<file path="config.mk">
export PLATFORM = sky130hd
export DESIGN_NAME = avalon_ram_slave
export DESIGN_NICKNAME = d
export VERILOG_FILES = /design/src/rtl/avalon_ram_slave.sv
export SDC_FILE = /design/constraint.sdc
export NUM_CORES = 2
export LEC_CHECK = 0
export ABC_CLOCK_PERIOD_IN_PS = 3510
export BUFFER_PORTS_ARGS = -buffer_cell sky130_fd_sc_hd__buf_4
export CAP_MARGIN = 10
export CORE_ASPECT_RATIO = 1.25
export CORE_MARGIN = 2
export CORE_UTILIZATION = 50
export DETAILED_ROUTE_END_ITERATION = 10
export MAX_ROUTING_LAYER = met4
export PLACE_DENSITY = 0.75
export REMOVE_ABC_BUFFERS = 1
export SYNTH_ARGS = -nofsm -noshare
export SYNTH_HDL_FRONTEND = slang
export SYNTH_SLANG_ARGS = --single-unit
</file>
<file path="constraint.sdc">
create_clock -name clk -period 3.51 [get_ports clk]
set_input_delay 1.053 -clock clk [delete_from_list [all_inputs] [get_ports clk]]
set_output_delay 1.053 -clock clk [all_outputs]
set_load 0.05 [all_outputs]
</file>
<file path="src/rtl/avalon_ram_slave.sv">
// avalon_ram_slave: Avalon-MM slave RAM for CPU fetch/load/store traffic.
// Each access waits WAIT_CYCLES cycles and honours byte enables.
// A side-band preload port writes whole words on any edge.
// Optional feature macro: RAM_OOR_TRAP_EN. When it is defined, addresses with
// nonzero bits above the index read as 32'hDEADBEEF and their writes are dropped.
module avalon_ram_slave #(
  parameter int ADDR_W      = 6,
  parameter int WAIT_CYCLES = 2
) (
  input  logic        clk,
  input  logic        reset,
  input  logic [31:0] address,
  input  logic        read,
  input  logic        write,
  input  logic [31:0] writedata,
  input  logic [3:0]  byteenable,
  output logic        waitrequest,
  output logic [31:0] readdata,
  input  logic        load_en,
  input  logic [7:0]  load_addr,
  input  logic [31:0] load_data
);

  localparam int DEPTH = 1 << ADDR_W;

  typedef enum logic [1:0] {IDLE, WAIT, ACK} state_t;

  // Request captured at acceptance; later bus changes do not affect it.
  typedef struct packed {
    logic [ADDR_W-1:0] idx;
    logic              oor;
    logic [31:0]       wdata;
    logic [3:0]        be;
    logic              is_rd;
  } req_t;

  logic [31:0] mem [DEPTH];

  state_t state, state_nxt;
  logic [3:0] cnt, cnt_nxt;
  req_t hold;

  logic              req;
  logic              in_oor;
  logic [ADDR_W-1:0] acc_idx;
  logic              acc_oor;
  logic              acc_rd;

  assign req = read | write;

`ifdef RAM_OOR_TRAP_EN
  assign in_oor = |address[31:ADDR_W+2];
`else
  // Upper address bits alias onto the index.
  assign in_oor = 1'b0;
  logic unused_hi;
  assign unused_hi = &{1'b0, address[31:ADDR_W+2]};
`endif

  logic unused_lo;
  assign unused_lo = &{1'b0, address[1:0], load_addr[1:0]};

  // A one-wait-cycle access enters ACK straight from IDLE, so the read must
  // use the live bus fields on that edge rather than the holding register.
  assign acc_idx = (state == IDLE) ? address[ADDR_W+1:2] : hold.idx;
  assign acc_oor = (state == IDLE) ? in_oor : hold.oor;
  assign acc_rd  = (state == IDLE) ? read   : hold.is_rd;

  // State and wait counter register.
  always_ff @(posedge clk or negedge reset) begin
    if (!reset) begin
      state <= IDLE;
      cnt   <= 4'd0;
    end else begin
      state <= state_nxt;
      cnt   <= cnt_nxt;
    end
  end

  // Next-state logic. Dropping the request in WAIT abandons the access,
  // even on the edge that would otherwise move to ACK.
  always_comb begin
    state_nxt = state;
    cnt_nxt   = cnt;
    case (state)
      IDLE: begin
        if (req) begin
          if (WAIT_CYCLES == 1) begin
            state_nxt = ACK;
          end else begin
            state_nxt = WAIT;
            cnt_nxt   = 4'(WAIT_CYCLES - 1);
          end
        end
      end
      WAIT: begin
        if (!req) begin
          state_nxt = IDLE;
          cnt_nxt   = 4'd0;
        end else begin
          cnt_nxt = cnt - 4'd1;
          if (cnt == 4'd1) state_nxt = ACK;
        end
      end
      ACK:     state_nxt = IDLE;
      default: state_nxt = IDLE;
    endcase
  end

  // Output decode for waitrequest.
  always_comb begin
    waitrequest = 1'b0;
    case (state)
      IDLE:    waitrequest = req;
      WAIT:    waitrequest = 1'b1;
      ACK:     waitrequest = 1'b0;
      default: waitrequest = 1'b0;
    endcase
  end

  // Capture the request at acceptance. Read wins when read and write are both high.
  always_ff @(posedge clk or negedge reset) begin
    if (!reset) begin
      hold <= '0;
    end else if (state == IDLE && req) begin
      hold.idx   <= address[ADDR_W+1:2];
      hold.oor   <= in_oor;
      hold.wdata <= writedata;
      hold.be    <= byteenable;
      hold.is_rd <= read;
    end
  end

  // Load read data on the edge that enters ACK. Writes leave it unchanged.
  always_ff @(posedge clk or negedge reset) begin
    if (!reset) begin
      readdata <= 32'd0;
    end else if (state_nxt == ACK && acc_rd) begin
      readdata <= acc_oor ? 32'hDEADBEEF : mem[acc_idx];
    end
  end

  // Memory array, not reset. The bus write commits on the ACK->IDLE edge.
  // The preload is assigned last, so it fully overrides a same-word commit.
  always_ff @(posedge clk) begin
    if (state == ACK && !hold.is_rd && !hold.oor) begin
      for (int b = 0; b < 4; b++) begin
        if (hold.be[b]) mem[hold.idx][8*b +: 8] <= hold.wdata[8*b +: 8];
      end
    end
    if (load_en) mem[load_addr[ADDR_W+1:2]] <= load_data;
  end

endmodule

</file>
# Yosys cells after proc, flatten, opt, wreduce, memory -nomap -nowiden
# Memory sizes are Yosys's and may differ from the RTL's. A register that Yosys moved wholly into a read port is not among the register bits.
# Index checks and enable logic that the tools add are counted.
[word_totals] regBits=49 ram_bits=2048 in_bits=113 out_inout_bits=33 wordCells=46 n_memories=1
[memory_table] memory="mem" words=64 word_bits=32 rd=1 rd_ports_with_merged_regs=1 write_ports=2 line="37" rtl="logic [31:0] mem [DEPTH];"
[classes] addsub=1 eq_ne=5 mux=24 n_bitwise=1 n_reduce_logical=8
[op_table] op="$mux 1" n=15
[op_table] op="$mux 4" n=2
[op_table] op="$pmux 4 s2" n=1
[op_table] op="$mux 2" n=3
[op_table] op="$mux 6" n=1
[op_table] op="$eq 2x2->1 const B" n=2
[op_table] op="$eq 4x1->1 const B" n=1
[op_table] op="$pmux 2 s2" n=1
[op_table] op="$sub 4x1->4 const B" n=1
[op_table] op="$logic_and 1x1->1" n=3
[op_table] op="$eq 2x1->1 const B" n=1
[op_table] op="$logic_not 1->1" n=2
[op_table] op="$logic_not 2->1" n=1
[op_table] op="$ne 2x2->1 const B" n=1
[op_table] op="$pmux 1 s2" n=1
[op_table] op="$reduce_and 2->1" n=1
[op_table] op="$reduce_bool 2->1" n=1
[op_table] op="$or 1x1->1" n=1

# Longest topological paths before layout
[logic_depth] depth_word=6 depth_mapped=12 mapped_depth_nobuf=8

# Worst setup path before layout
# OpenSTA, ideal clock, no wires.
[synth_path] kind="input to register" from="in load_addr[4]" to="mem mem[0][0], enable pin" setup_time_ps=384 arrival_time_ps=2787 path_slack_ps=339 path_stages=7 path_buffers=3 cell_sequence="clkbuf_1 nand2b_1 clkbuf_1 nor3_1 nand2_1 clkbuf_1 o21ai_0"
[synth_lines] item="from (decl)" line="20" rtl="input logic [7:0] load_addr,"
[synth_lines] item="to (decl)" line="37"

# Worst setup path after layout
[layout_path] from="reg state[1]" to="reg readdata[19] (read register of mem)"
[layout_between] elab_chain_len=5 word_cells_on_any_way=10 cone_classes="eq/ne (2); mux (6); reduce/logical (2)"
[layout_lines] item="from (decl)" line="39" rtl="state_t state, state_nxt;"
[layout_lines] item="from (signal assigned)" line="75" rtl="state <= state_nxt;"
[layout_lines] item="$mux 2" line="102" rtl="if (cnt == 4'd1) state_nxt = ACK;"
[layout_lines] item="$mux 2" line="97" rtl="if (!req) begin"
[layout_lines] item="$pmux 2 s2" line="85" rtl="case (state)"
[layout_lines] item="$eq 2x2->1" line="138" rtl="end else if (state_nxt == ACK && acc_rd) begin"
[layout_lines] item="$logic_and 1x1->1" line="138"
[layout_lines] item="to (decl)" line="18" rtl="output logic [31:0] readdata,"
# Several ways; a longest one is shown, not always the timed one.
# A chain may end at the register's enable or synchronous reset.

==> flow_metrics.tcl <==
set metrics [dict create \
    cts_hold_buf 0 \
    yosysTopAreaCellShare 0.5571 \
    clk_pin_slew_ns 0.06 \
    max_freq_mhz 292.9 \
    worstPathRequired_ns 4.27 \
    dp_hpwl_um 266100 \
    yosysMostFrequentCell "edfxtp_1" \
    setup_tns_ns 0 \
    worst_pin_slew_ns 1.300 \
    cts_sinks 2129 \
    setup_viol 0 \
    netlist_area_sq_um 110400 \
    hold_slack_ns 0.2235 \
    peakVddDrop_mv 0.7107 \
    leakage_nw 47.03 \
    ys.flop_type "edfxtp_1" \
    cp-start-kind "flop" \
    hold_violations 0 \
    drt_iter0_drc 12468 \
    die_h_um 529.3 \
    wl_per_cell_um 33.57 \
    drc_errors 0 \
    syn_inst 8819 \
    status "finished clean" \
    via_per_inst 6.684 \
    die_area_sq_um 224600 \
    final_nets 9189 \
    cp.arrival_ns 4.18 \
    finalMaxSlewViolations 0 \
    synth-seq-cells 2129 \
    cts_root_buf "clkbuf_16" \
    yosysUniqueCellTypes 62 \
    synth_area_leaders "edfxtp_1, mux2_2, nand2_1" \
    synth_top_area_cell "edfxtp_1" \
    io_buffers 117 \
    period_share 0.9725 \
    cts_buffer_depth 4 \
    insertion_delay_ns 0.92 \
    path_cells "buf_4 > o21a_4 > nor2_8 > buf_12 > buf_12 > mux2_2 > o2111ai_1 > o2bb2ai_1 > a2111oi_0 > buf_4 > a211oi_1" \
    start_util 0.5039 \
    antenna_found_initial 63 \
    slew_headroom 0.1244 \
    rsz0062_at_grt "false" \
    cts_tree "built" \
    synth-edff-count 2048 \
    cap_violations 0 \
    boundaryPins 146 \
    gp_congestion 1.045 \
    areaGrowthSynthToFinish_pct 14.67 \
    rows 192 \
    grt_pass1_wl_um 577700 \
    first_global_vias 79227 \
    grt_max_degree 82 \
    cpMaxStageDelayCell "a2111oi_0" \
    placeableCoreArea_sq_um 219100 \
    overflow 0 \
    htreeDepth 4 \
    die_width_um 424.3 \
    synthArstFlopShare 0.03805 \
    yosys_warnings 0 \
    hold_path_class "in2async" \
    post-route-util 0.5778 \
    routed_wl_um 411000 \
    synth_common_cells "edfxtp_1, mux2_2, nand2_1" \
    vias 81835 \
    finalCriticalPeriod_ns 3.414 \
    dr.pass1.iters 10 \
    synth_area_per_cell_sq_um 12.52 \
    grt_usage 0.3698 \
    ant_nets 0 \
    crit_fanout 28 \
    p_per_area_nw_per_um2 833.9 \
    fin_skew_ns 0.06651 \
    critical_path_class "reg2reg" \
    seq_area_frac_synth 0.5755 \
    numCtsBuffers 211 \
    critPathMaxStageDelay_ns 0.67 \
    layout-drive-gt1-share 0.3649 \
    cp-end-kind "flop" \
]
## worst max-delay path, delay by kind of cell (launching register included)
| kind | cells | cell delay [ns] |
|---|---|---|
| AO/OA/AOI/OAI | 5 | 1.41 |
| buffers and inverters | 4 | 0.90 |
| flip-flops | 1 | 0.39 |
| multiplexers | 1 | 0.39 |
| AND/OR/NAND/NOR | 1 | 0.12 |
## per-stage QoR
step	total power, mW	instance area (sq um)	std cells	setup slack (ns)
2_1_floorplan	58.88	106000	7758	-9.027
3_3_place_gp	80.63	119600	11753	-0.2924
3_5_place_dp	81.89	119700	11758	-0.2811
4_1_cts	104.0	126300	12136	0.05341
5_1_grt	108.3	126500	12205	0.01700
6_report	105.6	126600	12243	0.09640
## area by class of cell
class	count	area, sq um
antenna	94	235.2
clock buffer	257	5604
clock inverter	121	992.2
fill	17420	92510
inverter	9	33.78
multi-input combinational	5620	42730
sequential	2129	63570
tap	2910	3641
timing repair buffer	1103	9779
## per-layer routing
metal  GRT usage  vias up  routed length (um)
met5           -        -                   0
met4      0.2959        0               37520
met3     0.09653     1397               51470
met2      0.5359     6223              182900
met1      0.4357    40746              139100
li1            -    33469                   -
## registers in the layout, summed over array words and instances, names as in the netlist
register	cells
cnt	4
hold	43
mem	2048
readdata	32
state	2
## power by group
part / switching (mW) / internal (mW)
Clock: 10.1 / 12.3
Sequential: 3.16 / 32.1
Combinational: 27.3 / 20.5
## worst paths after layout
check	cells after the start	from	slack [ns]	end
worst max-delay path	11	state[1]	0.1	readdata[19]
worst min-delay path	2	reset	0.22	readdata[1]
worst max register to register	11	state[1]	0.1	readdata[19]
worst min register to register	1	hold[36]	0.53	hold[36]
max in group asynchronous	2	reset	2.65	hold[23]
min in group clk	2	writedata[14]	0.37	hold[19]
## placed cells by master (no fill, tap or decap), types with 6 or more instances in the layout
cell type      n
clkbuf_8      13
clkbuf_1      32
o221ai_1      63
diode_2       94
mux2i_1      527
buf_12       122
dfrtp_1       49
nor3_1        81
clkinv_1      48
bufinv_16     14
inv_1          9
nand3_1      267
o2111ai_1     14
a21oi_1       54
buf_2          8
a2111oi_0     30
edfxtp_1    2048
o21ai_0      371
and3_1       116
o21ai_1        6
buf_4        968
nand4_1       20
nand2_1     1601
dfrtp_2       31
clkinvlp_4     6
nand2_2       59
a222oi_1      95
a211oi_1      63
clkinv_2      44
clkbuf_16    212
a32o_1        36
mux2_2      1845
a32oi_1       79
nor2_1        55
a31oi_1      142
o2bb2ai_1     31
## kinds of logic (layout without fill, tap and decap cells)
logic type                 Yosys count  after routing  share of synthesized area
other                                0             94                          0
DFF                               2129           2129                     0.5755
buffers and inverters             1070           1490                    0.04041
xor gates and xnor gates             2              2                  0.0001587
and+or+nand+nor                   2238           2238                    0.08462
adders and majority gates            2              2                  0.0002267
AOI/OAI and AO/OA                 1003           1003                    0.06270
muxes                             2375           2375                     0.2364
## repair_timing
item                       CTS  global route
setup endpoints to repair    0            29
setup buffers                0             2
hold endpoints to repair     0             0
gates resized for setup      0             1
(Power assumes the default switching activity.)
